### config.mk
export PLATFORM = sky130hd
export DESIGN_NAME = clk_div_gen
export DESIGN_NICKNAME = d
export VERILOG_FILES = /design/src/rtl/clk_div_pkg.sv /design/src/rtl/clk_div_cnt.sv /design/src/rtl/clk_div_gen.sv
export SDC_FILE = /design/constraint.sdc
export NUM_CORES = 1
export LEC_CHECK = 0
export BUFFER_PORTS_ARGS = -buffer_cell sky130_fd_sc_hd__clkbuf_2
export CAP_MARGIN = 20
export CORE_ASPECT_RATIO = 2
export CORE_MARGIN = 4
export CORE_UTILIZATION = 30
export CTS_CLUSTER_SIZE = 12
export DETAILED_ROUTE_END_ITERATION = 16
export PLACE_DENSITY = 0.56
export SYNTH_ARGS = -nofsm -noshare
export SYNTH_HDL_FRONTEND = slang
export SYNTH_SLANG_ARGS = --single-unit
### constraint.sdc
create_clock -name clk_i -period 6.7 [get_ports clk_i]
set_input_delay 0.67 -clock clk_i [delete_from_list [all_inputs] [get_ports clk_i]]
set_output_delay 0.67 -clock clk_i [all_outputs]
set_load 0.03 [all_outputs]
### src/rtl/clk_div_pkg.sv
// Shared types and constants for the programmable clock divider.
// Latency: n/a (declarations only).
// Backpressure: n/a (declarations only).
package clk_div_pkg;

  // Divider operating state
  typedef enum logic [1:0] {
    ST_IDLE = 2'd0,
    ST_RUN  = 2'd1,
    ST_SHOT = 2'd2
  } state_t;

  // Divisor used out of reset: 100 MHz core clock down to a 1 kHz tick
  localparam int unsigned DIV_RST_DEFAULT = 32'd100000;

endpackage

### src/rtl/clk_div_cnt.sv
// Wrapping period counter: counts 0..n-1 while run is high, flags the terminal count.
// Latency: term is combinational on the current count; cnt updates on the next edge.
// Backpressure: none; clear has priority over run, run=0 holds the count.
module clk_div_cnt
  import clk_div_pkg::*;
#(
  parameter int CNT_W = 32
) (
  input  logic             clk_i,
  input  logic             rst,
  input  logic             clear,
  input  logic             run,
  input  logic [CNT_W-1:0] n,
  output logic [CNT_W-1:0] cnt,
  output logic             term
);

  logic [CNT_W-1:0] last;

  // n is always at least 1, so n-1 cannot underflow
  assign last = n - CNT_W'(1);
  assign term = run && (cnt == last);

  // Advance and wrap the count; it is never allowed past n-1
  always_ff @(posedge clk_i or posedge rst) begin
    if (rst) begin
      cnt <= '0;
    end else if (clear) begin
      cnt <= '0;
    end else if (run) begin
      cnt <= term ? '0 : cnt + CNT_W'(1);
    end
  end

endmodule

### src/rtl/clk_div_gen.sv
// Programmable clock divider: continuous or one-shot tick plus optional ~50% duty waveform (CLK_DIV_DUTY_EN).
// Latency: first tick_o N cycles after leaving IDLE; tick_o/clk_div_o registered one cycle after the count.
// Backpressure: none; divisor writes are shadowed and take effect only at a period boundary or in IDLE.
module clk_div_gen
  import clk_div_pkg::*;
#(
  parameter int          CNT_W   = 32,
  parameter int unsigned DIV_RST = DIV_RST_DEFAULT
) (
  input  logic             clk_i,
  input  logic             rst,
  input  logic             en_i,
  input  logic             start_i,
  input  logic             div_wr_i,
  input  logic [CNT_W-1:0] div_i,
  output logic             tick_o,
  output logic             clk_div_o,
  output logic             busy_o,
  output logic [CNT_W-1:0] div_o
);

  localparam logic [CNT_W-1:0] DIV_RST_W = CNT_W'(DIV_RST);

  state_t           state;
  logic [CNT_W-1:0] div_q;
  logic [CNT_W-1:0] shadow_q;
  logic             pend_q;
  logic [CNT_W-1:0] n_eff;
  logic [CNT_W-1:0] cnt;
  logic             term;
  logic             run_cyc;
  logic             tick_q;
  logic             busy_q;

  // Divisors 0 and 1 both mean "tick every cycle"
  assign n_eff = (div_q > CNT_W'(1)) ? div_q : CNT_W'(1);

  // A cycle counts when one-shot is active or continuous mode stays enabled;
  // the cycle in which en_i drops while running is not counted
  assign run_cyc = (state == ST_SHOT) || ((state == ST_RUN) && en_i);

  clk_div_cnt #(
    .CNT_W (CNT_W)
  ) u_cnt (
    .clk_i (clk_i),
    .rst   (rst),
    .clear (!run_cyc),
    .run   (run_cyc),
    .n     (n_eff),
    .cnt   (cnt),
    .term  (term)
  );

  // Mode FSM with registered tick and busy outputs
  always_ff @(posedge clk_i or posedge rst) begin
    if (rst) begin
      state  <= ST_IDLE;
      tick_q <= 1'b0;
      busy_q <= 1'b0;
    end else begin
      tick_q <= term;
      case (state)
        ST_IDLE: begin
          if (en_i) begin
            state  <= ST_RUN;
            busy_q <= 1'b1;
          end else if (start_i) begin
            state  <= ST_SHOT;
            busy_q <= 1'b1;
          end
        end
        ST_RUN: begin
          if (!en_i) begin
            state  <= ST_IDLE;
            busy_q <= 1'b0;
          end
        end
        ST_SHOT: begin
          // en_i promotes the shot to continuous mode without restarting the count
          if (en_i) begin
            state <= ST_RUN;
          end else if (term) begin
            state  <= ST_IDLE;
            busy_q <= 1'b0;
          end
        end
        default: begin
          state  <= ST_IDLE;
          busy_q <= 1'b0;
        end
      endcase
    end
  end

  // Shadowed divisor: applied immediately in IDLE, otherwise only at a terminal cycle
  always_ff @(posedge clk_i or posedge rst) begin
    if (rst) begin
      div_q    <= DIV_RST_W;
      shadow_q <= DIV_RST_W;
      pend_q   <= 1'b0;
    end else if (state == ST_IDLE) begin
      if (div_wr_i) begin
        div_q    <= div_i;
        shadow_q <= div_i;
        pend_q   <= 1'b0;
      end else if (pend_q) begin
        div_q  <= shadow_q;
        pend_q <= 1'b0;
      end
    end else begin
      if (div_wr_i) begin
        shadow_q <= div_i;
        if (term) begin
          div_q  <= div_i;
          pend_q <= 1'b0;
        end else begin
          pend_q <= 1'b1;
        end
      end else if (term && pend_q) begin
        div_q  <= shadow_q;
        pend_q <= 1'b0;
      end
    end
  end

`ifdef CLK_DIV_DUTY_EN
  logic [CNT_W-1:0] half;
  logic             clk_div_q;

  // ceil(N/2) without forming N+1, so the full CNT_W range is safe
  assign half = (n_eff >> 1) + {{(CNT_W-1){1'b0}}, n_eff[0]};

  // High for the first ceil(N/2) counts of each period, low for N=1
  always_ff @(posedge clk_i or posedge rst) begin
    if (rst) begin
      clk_div_q <= 1'b0;
    end else begin
      clk_div_q <= run_cyc && (n_eff != CNT_W'(1)) && (cnt < half);
    end
  end

  assign clk_div_o = clk_div_q;
`else
  assign clk_div_o = 1'b0;
`endif

  assign tick_o = tick_q;
  assign busy_o = busy_q;
  assign div_o  = div_q;

  // Divisor updates only at period boundaries keep the count inside the period
  a_cnt_in_range: assert property (@(posedge clk_i) disable iff (rst) cnt < n_eff);

endmodule

==> out/metrics.yaml <==
dp.cells: 817
yosys-top-cells-area: "dfrtp_1, mux2_4, mux2_2, dfstp_2, xnor2_1"
yosysTopAreaCell: "dfrtp_1"
rows: 71
cts_buffer_depth: 2
syn_area_per_cell_um2: 11.0
dpl.hpwl_um: 11400
cp-startpoint: "div_o[28]"
tightestPinTransition_ns: 0.947
antenna_left: 0
die_w_um: 105
p_int_w: 0.00127
placement.cell_area_um2: 6230
wl_per_cell_um: 17.6
drc: 0
nNetsFinal: 612
power_frac_seq: 0.422
clkPwrFrac: 0.310
drt_iter0_drc: 189
grt_pass1_vias: 4468
grt_max_degree: 55
worst_setup_path_end_kind: "flop"
die_h_um: 203
holdWs_ns: 0.371
postCtsSetupBuffers: 0
final_cell_mix: "dfrtp_1, clkbuf_2, nor2_1, xnor2_1"
r2r_end: "div_o[30]"
maxCapViolCount: 0
yosysTopAreaCellShare: 0.392
syn_nets: 554
yosys_warnings: 0
ys_ff_latch: 101
dr.pass1.iters: 4
busiest_layer: "met2"
numPortBuffers: 70
multi_input_area_um2: 2940
cts_tree: "done"
slew_headroom: 0.363
io_pins: 72
place_congestion: 0.931
grt_pass1_wl_um: 23500
n_fill_cell: 1874
seqCellArea_um2: 2540
synth_edf_count: 0
cts_buffers: 9
setup_violations: 0
critPathArrivalTime_ns: 5.58
fin_crit_ns: 5.34
fin_cells: 833
grtUsageTotal: 0.142
die_area_um2: 21300
async_reset_ff_frac: 1.00
cp_max_fo: 23
post-route-period-util: 0.797
drt-total-wl_um: 14700
ys_seq_area_frac: 0.447
clkLatencyLatePin_ns: 0.36
start_util: 0.303
antenna_found_initial: 0
cp.required_ns: 6.94
vias: 4156
htree_levels: 3
use_met3: 0.0280
rsz0062_at_grt: "false"
rr_worst_depth: 15
coreArea_um2: 18700
drv_slew: 0
endpoint: "div_o[30]"
status: "finished, final reports clean"
post_cts_resized: 0
use_met2: 0.263
min_path_type: "in2async"
cts.sinks: 101
drive_above_1_share: 0.320
clkTransAtPathRegs_ns: 0.06
max-vdd-ir-drop_v: 0.000139
antenna_cells: 0
cts_root_buf: "clkbuf_16"
fmax_ghz: 0.187
setup_ws_ns: 1.36
startpoint_type: "flop"
p_per_area_nw_per_um2: 290
layout_commonest_cell: "dfrtp_1"
fin_tns_setup_ns: 0
hold_viol_final: 0
r2r-start: "div_o[28]"
final_area_um2: 6580
holdBufCountCts: 0
power.switching_w: 0.000640
fin_skew_ns: 0.00746
use_met1: 0.139
r2r_setup_slack_ns: 1.36
dp_slack_ns: 1.37
worst-setup-path-type: "reg2reg"
netlist_area_um2: 5680
synthCells: 515
synth_cell_types: 61
syn_to_final_growth_pct: 15.7
switching_share: 0.335
ys.flop_type: "dfrtp_1"
overflow: 0
power_frac_comb: 0.268
leakagePower_nw: 2.71
via_per_inst: 4.99
==> worst min path at each step <==
stage	startpoint	to	slack [ns]	cells past startpoint
final	rst	shadow_q[1]	0.37	2
after detailed placement	shadow_q[4]	shadow_q[4]	0.49	1
after floorplan	shadow_q[29]	shadow_q[29]	0.47	1
after global placement	shadow_q[30]	shadow_q[30]	0.48	1
after global routing	rst	shadow_q[1]	0.42	2
after CTS	rst	shadow_q[30]	0.39	2
==> worst max-delay path, cell delays in order (launching register included) <==
cell and delay (ns):
dfrtp_1 0.44, nor4_1 0.84, nand4_2 0.46, o21bai_2 0.28, inv_1 0.08, ha_1 0.25, or4b_1 0.27, nor4_1 0.10
nand4_1 0.14, mux2i_1 0.10, or4_1 0.58, nor4b_4 0.28, nand4_2 0.20, a21oi_4 0.51, buf_12 0.29, mux2_2 0.37
==> registers in the layout, indices dropped and copies added (netlist names) <==
| signal | cells |
|---|---|
| div_o | 32 |
| shadow_q | 32 |
| u_cnt.cnt | 32 |
| state | 2 |
| busy_o | 1 |
| pend_q | 1 |
| tick_o | 1 |
==> power by group through the flow <==
stage / registers (W) / logic [W] / clock network [W]
after detailed placement: 0.000818 / 0.000515 / 0
after floorplan: 0.000860 / 0.000303 / 0
after global routing: 0.000819 / 0.000547 / 0.000633
final: 0.000805 / 0.000511 / 0.000592
after global placement: 0.000814 / 0.000508 / 0
after CTS: 0.000807 / 0.000517 / 0.000611
==> synthesized netlist by cell type (2+ instances only) <==
library cell	instances
and4_1	6
or4_4	3
nand2_1	20
nor4_1	15
nand3b_1	3
or2_2	2
or3_1	3
inv_1	8
xnor2_1	36
mux2_4	30
nand2b_1	2
and3_1	8
nor4b_1	2
nor3b_1	4
nor2_1	59
nand4b_1	2
dfrtp_1	89
or4_1	6
mux2_2	34
and2_1	6
mux2i_1	7
nand4_2	2
nor4_2	2
clkbuf_1	19
buf_2	3
ha_1	2
o21ai_0	6
buf_12	3
dfstp_2	12
a21oi_1	8
o211ai_1	3
nor3_1	11
nand4_1	15
o2111ai_1	2
xor2_1	34
nand3_1	19
a21boi_0	3
nor2b_1	3
==> logic make-up after synthesis <==
kind of cell,count (synthesis),share of synthesized area
AO/OA/AOI/OAI,34,0.0447
XOR/XNOR,70,0.108
adder cells (fa/ha/maj),2,0.00440
buffers and inverters,36,0.0350
flip-flops,101,0.447
multiplexers,71,0.159
other,1,0.000660
AND/OR/NAND/NOR,200,0.201
==> routing by layer <==
metal,wire length [um],part of all wire,up-vias
li1,-,-,1937
met1,5080,0.35,2068
met2,8180,0.56,105
met3,535,0.036,46
met4,899,0.061,0
met5,0,0,-
==> layout make-up <==
type	instances	share of cell area
clock buffers	10	0.0348
clock inverters	6	0.0169
inverters	8	0.00495
multi-input cells	378	0.447
flip-flops and latches	101	0.387
well taps	255	0.0485
repair buffers	75	0.0609
==> per-stage QoR <==
stage,util,power [W]
after global placement,0.333,0.00132
after floorplan,-,0.00116
final,0.351,0.00191
after CTS,0.351,0.00193
after detailed placement,0.333,0.00133
after global routing,0.351,0.00200
Note: power is estimated with default switching activity, not from simulation.
